===== src/rtl/div_ratio_sched_if.sv =====
// div_ratio_sched_if
//   Request/status bundle between a ratio requester and div_ratio_sched.
//   Handshake: the requester holds req_valid/req_n/req_frac. The scheduler
//   raises req_ready only while idle. A request is taken on the rising edge
//   where req_valid && req_ready are both high.
//
//   req_valid  requester -> scheduler  a new divide ratio is offered
//   req_n      requester -> scheduler  integer divide ratio, 1..7
//   req_frac   requester -> scheduler  fractional part in eighths (dither build)
//   req_ready  scheduler -> requester  request accepted this cycle
//   n_out      scheduler -> requester  ratio applied to the divider N input
//   wrap       scheduler -> requester  last cycle of each divider period
//   busy       scheduler -> requester  ratio change in progress
//   settled    scheduler -> requester  ratio stable for SETTLE_LEN cycles
//   err        scheduler -> requester  pulse: req_n==0 request rejected
interface div_ratio_sched_if;
   logic       req_valid;
   logic [2:0] req_n;
   logic [2:0] req_frac;
   logic       req_ready;
   logic [2:0] n_out;
   logic       wrap;
   logic       busy;
   logic       settled;
   logic       err;

   modport master (
      output req_valid, req_n, req_frac,
      input  req_ready, n_out, wrap, busy, settled, err
   );

   modport slave (
      input  req_valid, req_n, req_frac,
      output req_ready, n_out, wrap, busy, settled, err
   );
endinterface


===== src/rtl/div_ratio_sched.sv =====
// div_ratio_sched
//   Schedules divide-ratio changes for an integer clock divider so that N only
//   changes on a period boundary, then holds off new requests for SETTLE_LEN
//   cycles while the downstream clock settles. A 4-bit phase counter mirrors
//   the divider to know where the period boundary is.
//
//   Optional feature: define DIV_DITHER_EN to add fractional-N dithering
//   (3-bit accumulator of req_frac, +1 on the period after each carry).
//
// Parameters
//   SETTLE_LEN  cycles spent settling after a ratio change (1..15)
//   RESET_N     divide ratio driven on n_out after reset
// Ports
//   CLK_out     clock, rising edge
//   rst_n       asynchronous active-low reset
//   bus         request/status bundle (slave side)
//   state_dbg   current FSM state (0 IDLE, 1 WAIT_WRAP, 2 SETTLE)
module div_ratio_sched #(
   parameter int unsigned SETTLE_LEN = 8,
   parameter logic [2:0]  RESET_N    = 3'd1
) (
   input  logic             CLK_out,
   input  logic             rst_n,
   div_ratio_sched_if.slave bus,
   output logic [1:0]       state_dbg
);

   typedef enum logic [1:0] {
      IDLE      = 2'd0,
      WAIT_WRAP = 2'd1,
      SETTLE    = 2'd2
   } state_t;

   localparam logic [3:0] SETTLE_LAST = 4'(SETTLE_LEN - 1);

   state_t     state_q, state_d;
   logic [3:0] phase_q;
   logic [2:0] n_q;
   logic [2:0] pend_n_q;
   logic [3:0] settle_cnt_q;
   logic       busy_q;
   logic       settled_q;
   logic       err_q;

   logic       wrap;
   logic       ready;
   logic       zero_req;
   logic       same_req;
   logic       start;
   logic       apply;
   logic       settle_done;

   // Last cycle of the current divider period.
   assign wrap = (phase_q == ({1'b0, n_q} - 4'd1));

`ifdef DIV_DITHER_EN
   logic [2:0] base_q;
   logic [2:0] frac_q;
   logic [2:0] pend_frac_q;
   logic [2:0] acc_q;
   logic [3:0] dsum;
   logic [2:0] n_up;

   assign dsum = {1'b0, acc_q} + {1'b0, frac_q};
   assign n_up = (base_q == 3'd7) ? 3'd7 : base_q + 3'd1;
   // A repeat request matches only if both integer and fractional parts match.
   assign same_req = (bus.req_n == base_q) && (bus.req_frac == frac_q);
`else
   logic frac_unused;
   assign frac_unused = ^bus.req_frac;
   assign same_req = (bus.req_n == n_q);
`endif

   // FSM state register
   always_ff @(posedge CLK_out or negedge rst_n) begin
      if (!rst_n) state_q <= IDLE;
      else        state_q <= state_d;
   end

   // FSM next state and decoded strobes
   always_comb begin
      state_d     = state_q;
      ready       = 1'b0;
      zero_req    = 1'b0;
      start       = 1'b0;
      apply       = 1'b0;
      settle_done = 1'b0;
      case (state_q)
         IDLE: begin
            ready = 1'b1;
            if (bus.req_valid) begin
               if (bus.req_n == 3'd0) begin
                  zero_req = 1'b1;
               end else if (!same_req) begin
                  start   = 1'b1;
                  state_d = WAIT_WRAP;
               end
            end
         end
         WAIT_WRAP: begin
            // Only switch on the period boundary so no period is truncated.
            if (wrap) begin
               apply   = 1'b1;
               state_d = SETTLE;
            end
         end
         SETTLE: begin
            if (settle_cnt_q == SETTLE_LAST) begin
               settle_done = 1'b1;
               state_d     = IDLE;
            end
         end
         default: state_d = IDLE;
      endcase
   end

   // Datapath
   always_ff @(posedge CLK_out or negedge rst_n) begin
      if (!rst_n) begin
         n_q          <= RESET_N;
         phase_q      <= 4'd0;
         pend_n_q     <= 3'd0;
         settle_cnt_q <= 4'd0;
         busy_q       <= 1'b0;
         settled_q    <= 1'b1;
         err_q        <= 1'b0;
      end else begin
         err_q   <= zero_req;
         phase_q <= wrap ? 4'd0 : phase_q + 4'd1;
         if (start) begin
            pend_n_q  <= bus.req_n;
            busy_q    <= 1'b1;
            settled_q <= 1'b0;
         end
         if (apply) begin
            n_q          <= pend_n_q;
            settle_cnt_q <= 4'd0;
         end else if (state_q == SETTLE) begin
            settle_cnt_q <= settle_cnt_q + 4'd1;
         end
`ifdef DIV_DITHER_EN
         // Per-period ratio: one longer period after each accumulator carry.
         if (!apply && wrap) n_q <= dsum[3] ? n_up : base_q;
`endif
         if (settle_done) begin
            busy_q    <= 1'b0;
            settled_q <= 1'b1;
         end
      end
   end

`ifdef DIV_DITHER_EN
   always_ff @(posedge CLK_out or negedge rst_n) begin
      if (!rst_n) begin
         base_q      <= RESET_N;
         frac_q      <= 3'd0;
         pend_frac_q <= 3'd0;
         acc_q       <= 3'd0;
      end else begin
         if (start) begin
            pend_frac_q <= bus.req_frac;
            acc_q       <= 3'd0;
         end else if (apply) begin
            base_q <= pend_n_q;
            frac_q <= pend_frac_q;
            acc_q  <= 3'd0;
         end else if (wrap) begin
            acc_q <= dsum[2:0];
         end
      end
   end
`endif

   assign bus.req_ready = ready;
   assign bus.n_out     = n_q;
   assign bus.wrap      = wrap;
   assign bus.busy      = busy_q;
   assign bus.settled   = settled_q;
   assign bus.err       = err_q;
   assign state_dbg     = state_q;

endmodule


===== src/flat_wrapper.sv =====
// flat-port wrapper written by rule: the top's interface ports become plain ports
module div_ratio_sched_flat 
#(
   parameter int unsigned SETTLE_LEN = 8,
   parameter logic [2:0]  RESET_N    = 3'd1
)
  (CLK_out, rst_n, state_dbg, bus_req_valid, bus_req_n, bus_req_frac, bus_req_ready, bus_n_out, bus_wrap, bus_busy, bus_settled, bus_err);
  div_ratio_sched_if bus_i ();
  input  logic CLK_out;
  input  logic rst_n;
  output logic [1:0] state_dbg;
  input wire logic [$bits(bus_i.req_valid)-1:0] bus_req_valid;
  input wire logic [$bits(bus_i.req_n)-1:0] bus_req_n;
  input wire logic [$bits(bus_i.req_frac)-1:0] bus_req_frac;
  output wire logic [$bits(bus_i.req_ready)-1:0] bus_req_ready;
  output wire logic [$bits(bus_i.n_out)-1:0] bus_n_out;
  output wire logic [$bits(bus_i.wrap)-1:0] bus_wrap;
  output wire logic [$bits(bus_i.busy)-1:0] bus_busy;
  output wire logic [$bits(bus_i.settled)-1:0] bus_settled;
  output wire logic [$bits(bus_i.err)-1:0] bus_err;
  assign bus_i.req_valid = bus_req_valid;
  assign bus_i.req_n = bus_req_n;
  assign bus_i.req_frac = bus_req_frac;
  assign bus_req_ready = bus_i.req_ready;
  assign bus_n_out = bus_i.n_out;
  assign bus_wrap = bus_i.wrap;
  assign bus_busy = bus_i.busy;
  assign bus_settled = bus_i.settled;
  assign bus_err = bus_i.err;
  div_ratio_sched #(.SETTLE_LEN(SETTLE_LEN), .RESET_N(RESET_N)) u_core (.CLK_out(CLK_out), .rst_n(rst_n), .bus(bus_i), .state_dbg(state_dbg));
endmodule

===== config.mk =====
export PLATFORM = sky130hd
export DESIGN_NAME = div_ratio_sched_flat
export DESIGN_NICKNAME = d
export VERILOG_FILES = /design/src/rtl/div_ratio_sched_if.sv /design/src/rtl/div_ratio_sched.sv /design/src/flat_wrapper.sv
export SDC_FILE = /design/constraint.sdc
export NUM_CORES = 1
export LEC_CHECK = 0
export ABC_AREA = 1
export BUFFER_PORTS_ARGS = -buffer_cell sky130_fd_sc_hd__buf_2
export CORE_MARGIN = 2
export CORE_UTILIZATION = 56
export CTS_CLUSTER_SIZE = 16
export DETAILED_ROUTE_END_ITERATION = 7
export GPL_TIMING_DRIVEN = 1
export PLACE_DENSITY = 0.82
export SLEW_MARGIN = 20
export SYNTH_ARGS = -nofsm -noshare
export SYNTH_HDL_FRONTEND = slang
export SYNTH_SLANG_ARGS = --single-unit

===== constraint.sdc =====
create_clock -name CLK_out -period 4.65 [get_ports CLK_out]
set_input_delay 0.6975 -clock CLK_out [delete_from_list [all_inputs] [get_ports CLK_out]]
set_output_delay 0.6975 -clock CLK_out [all_outputs]
set_load 0.01 [all_outputs]

==> implementation parameters <==
Parameter                              Value

Critical path
  Endpoint required time on the critical path ... 3.95 ns
  Crit path from ... u_core.bus.n_out[0]$_DFFE_PN1P_
  Crit end category ... primary output
  Data arrival time of the critical path ... 2.06 ns
  Delay of the slowest critical-path stage ... 0.60 ns
  List of cells traversed by the critical path ... inv_2 -> ha_1 -> nand2_1 -> inv_1 -> nor2_1 -> nand2_1 -> nor2_1 -> nand2_1 -> inv_1 -> buf_2
  Worst Setup Start Kind ... flip-flop
  Crit path max fanout ... 5
  R2R Path Start ... u_core.bus.n_out[0]$_DFFE_PN1P_
  Crit path max-delay cell type ... dfstp_2
  Most frequent CP cell ... nand2_1
  Type of the setup path with the least slack ... flip-flop to primary output

Power and ir drop
  Leakage ... 0.6112 nW
  Peak supply drop ... 423.7 uV
  Power density normalized to cell area ... 704.7 mW/mm^2

Detailed routing
  Avg Vias per Cell ... 5.178
  Post-detailed-route wirelength per cell ... 12.20 um
  Post-detailed-routing wire length ... 1.854 mm
  Number of optimization iterations in the first detailed-route pass ... 5
  Via Count ... 787
  Residual DRC count ... 0
  Post-DRT Antenna Nets ... 0
  Initial DRC Count ... 12

Synthesis
  Synthesized Nets ... 130
  Ys async rst share ... 100.0%
  Area of the mapped netlist ... 963.4 sq um
  Flop and latch count out of synthesis ... 19
  Share of the synthesized area in the top cell type ... 44.16%
  Gate count after technology mapping ... 118
  Unique cell type count in the Yosys netlist ... 20
  Most frequently used cell type in the post-synthesis netlist ... nand2_1
  Proportion of synthesized chip area in sequential cells ... 49.61%
  Syn avg cell area ... 8.165 sq um
  Cell taking the most area after synthesis ... dfrtp_1
  Number of synthesized flops with an enable pin ... 0
  Most common flop cell mapped by yosys ... dfrtp_1
  Commonest cells in the netlist ... 30 x nand2_1, 19 x inv_1, 17 x dfrtp_1, 13 x nor2_1, 10 x nand3_1
  Ranking of synthesized cells by area ... dfrtp_1 44%, nand2_1 12%, inv_1 7.4%
  Syn. warnings ... 0

CTS
  Total clock sinks ... 19
  CTS Root Buffer Type ... clkbuf_4
  Count of cells resized by post-cts repair ... 0
  # Post-CTS Setup Buffers ... 0
  Clock latency on the worst-skew pair ... 0.29 ns
  Clock tree from TritonCTS ... built
  Clock edge transition at the registers on the reported setup and hold paths ... 0.10 ns
  Clock buffers created by TritonCTS ... 3
  H-Tree Level Count ... 1
  Bufs on Longest Clock Path ... 2
  CTS hold repair buffers ... 0

Finish
  Share of post-route cells with drive strength above 1 ... 20.59%
  Layout net count ... 149
  Area added between synthesis and finish ... 11.43%
  Final antenna diode count ... 0

Timing
  Setup repair after global routing missed its margin ... no
  Setup TNS after final layout ... 0 ns
  Worst Tran Pin Value ... 0.4160 ns
  Final min period ... 2.760 ns
  Final worst clock skew ... 0.001083 ns
  Final worst path period share ... 59.35%
  Final Hold Fails ... 0
  Slew headroom ... 72.27%
  Hold WS ... 0.3222 ns
  Max Freq ... 362.4 MHz
  Final setup violation count ... 0
  Pins over their slew limit ... 0

Global route
  First-pass GRT wire length ... 3.180 mm
  Largest net degree at the start of global routing ... 20
  Residual overflow from global routing ... 0
  Number of antenna violations at the first check in global routing ... 0
  Total GRT Usage ... 21.39%
  Vias in the first global route ... 798

Floorplan
  Initial standard-cell utilization of the core ... 61.80%
  Boundary pin count ... 19
  Area of the core ... 0.001559 sq mm
  Die Footprint ... 0.002068 sq mm
  Die X-Extent ... 45.48 um
  Row count ... 14
  Chip Height ... 45.48 um

Placement
  DPL Wire Length ... 1.408 mm
  RePlAce Congestion ... 0.8145
  Port bufs ... 15

Job
  Max Cap Viol ... 0

Hold path
  Class of the tightest hold or removal check ... primary input to async pin

Outcome
  Run status ... complete, no violations
## sequential cells by signal, summed over array words and instances, names as in the netlist
name / count
u_core.bus.busy: 1
u_core.state_dbg: 2
u_core.bus.n_out: 3
u_core.pend_n_q: 3
u_core.bus.err: 1
u_core.settle_cnt_q: 4
u_core.phase_q: 4
u_core.bus.settled: 1
## cell usage in the layout (no fill, tap or decap), drive strengths merged
master  Yosys  layout
dfrtp      17      17
nand2      31      31
clkbuf      0       4
xnor2       4       4
xor2        1       1
nor2       14      14
o21ai       8       8
nand3      11      11
or2         1       1
dfstp       2       2
a21oi       3       3
and3        1       1
inv        20      20
buf         1      15
ha          3       3
nor3        1       1
## final timing paths
check	to	slack (ns)	depth (start not counted)
min in group CLK_out	u_core.bus.settled$_DFFE_PN1P_	0.47	2
hold reg to reg	u_core.bus.settled$_DFFE_PN1P_	0.47	2
setup reg to reg	u_core.bus.n_out[2]$_DFFE_PN0P_	2.67	10
max in group asynchronous	u_core.bus.n_out[0]$_DFFE_PN1P_	4.00	1
hold / removal	u_core.settle_cnt_q[0]$_DFFE_PN0P_	0.32	1
setup / recovery	bus_wrap	1.89	10
## worst max-delay path: cells and delay by family (launching register included)
kind          cells  cell delay [ns]
flops             1             0.60
simple gates      5             0.47
buf+inv           4             0.40
fa+ha+maj         1             0.31
## cell families after synthesis
kind of cell,synth area share [%]
AND/OR/NAND/NOR,26.11
buffers and inverters,8.961
flip-flops,49.61
AO/OA/AOI/OAI,6.883
XOR/XNOR,4.545
adder cells (fa/ha/maj),3.897
## routing by layer
layer  part of all wire (%)  GRT usage, %
met5                      0             0
met4                    1.9         10.59
met3                    3.3         2.778
met1                     46         26.49
met2                     49         36.34
## cell type report
cell class / instances / area (sq um)
fillers: 136 / 485.5
multi-input cells: 78 / 399.1
repair buffers: 15 / 75.07
clock buffers: 4 / 26.28
well taps: 16 / 20.02
flip-flops and latches: 19 / 478.0
inverters: 20 / 75.07
## metrics by stage
step | setup slack, ns | instances | total power (W) | utilization [%] | area (sq um)
floorplan | 2.454 | 118 | 0.0005795 | - | 963.4
global placement | 2.299 | 148 | 0.0006497 | 67.18 | 1047
detailed placement | 2.208 | 148 | 0.0006797 | 67.18 | 1047
CTS | 1.871 | 152 | 0.0007638 | 68.86 | 1074
global route | 1.732 | 152 | 0.0008291 | 68.86 | 1074
finish | 1.890 | 152 | 0.0007565 | 68.86 | 1074
## report_power, final
group          internal, W  total (W)  leakage (nW)  switching, W
Combinational     0.000144   0.000367         0.366      0.000223
Sequential        0.000240   0.000308         0.231     0.0000684
Clock            0.0000333  0.0000814        0.0150     0.0000481
Total             0.000417   0.000757         0.611      0.000339
Power figures use the tool's default switching activity.
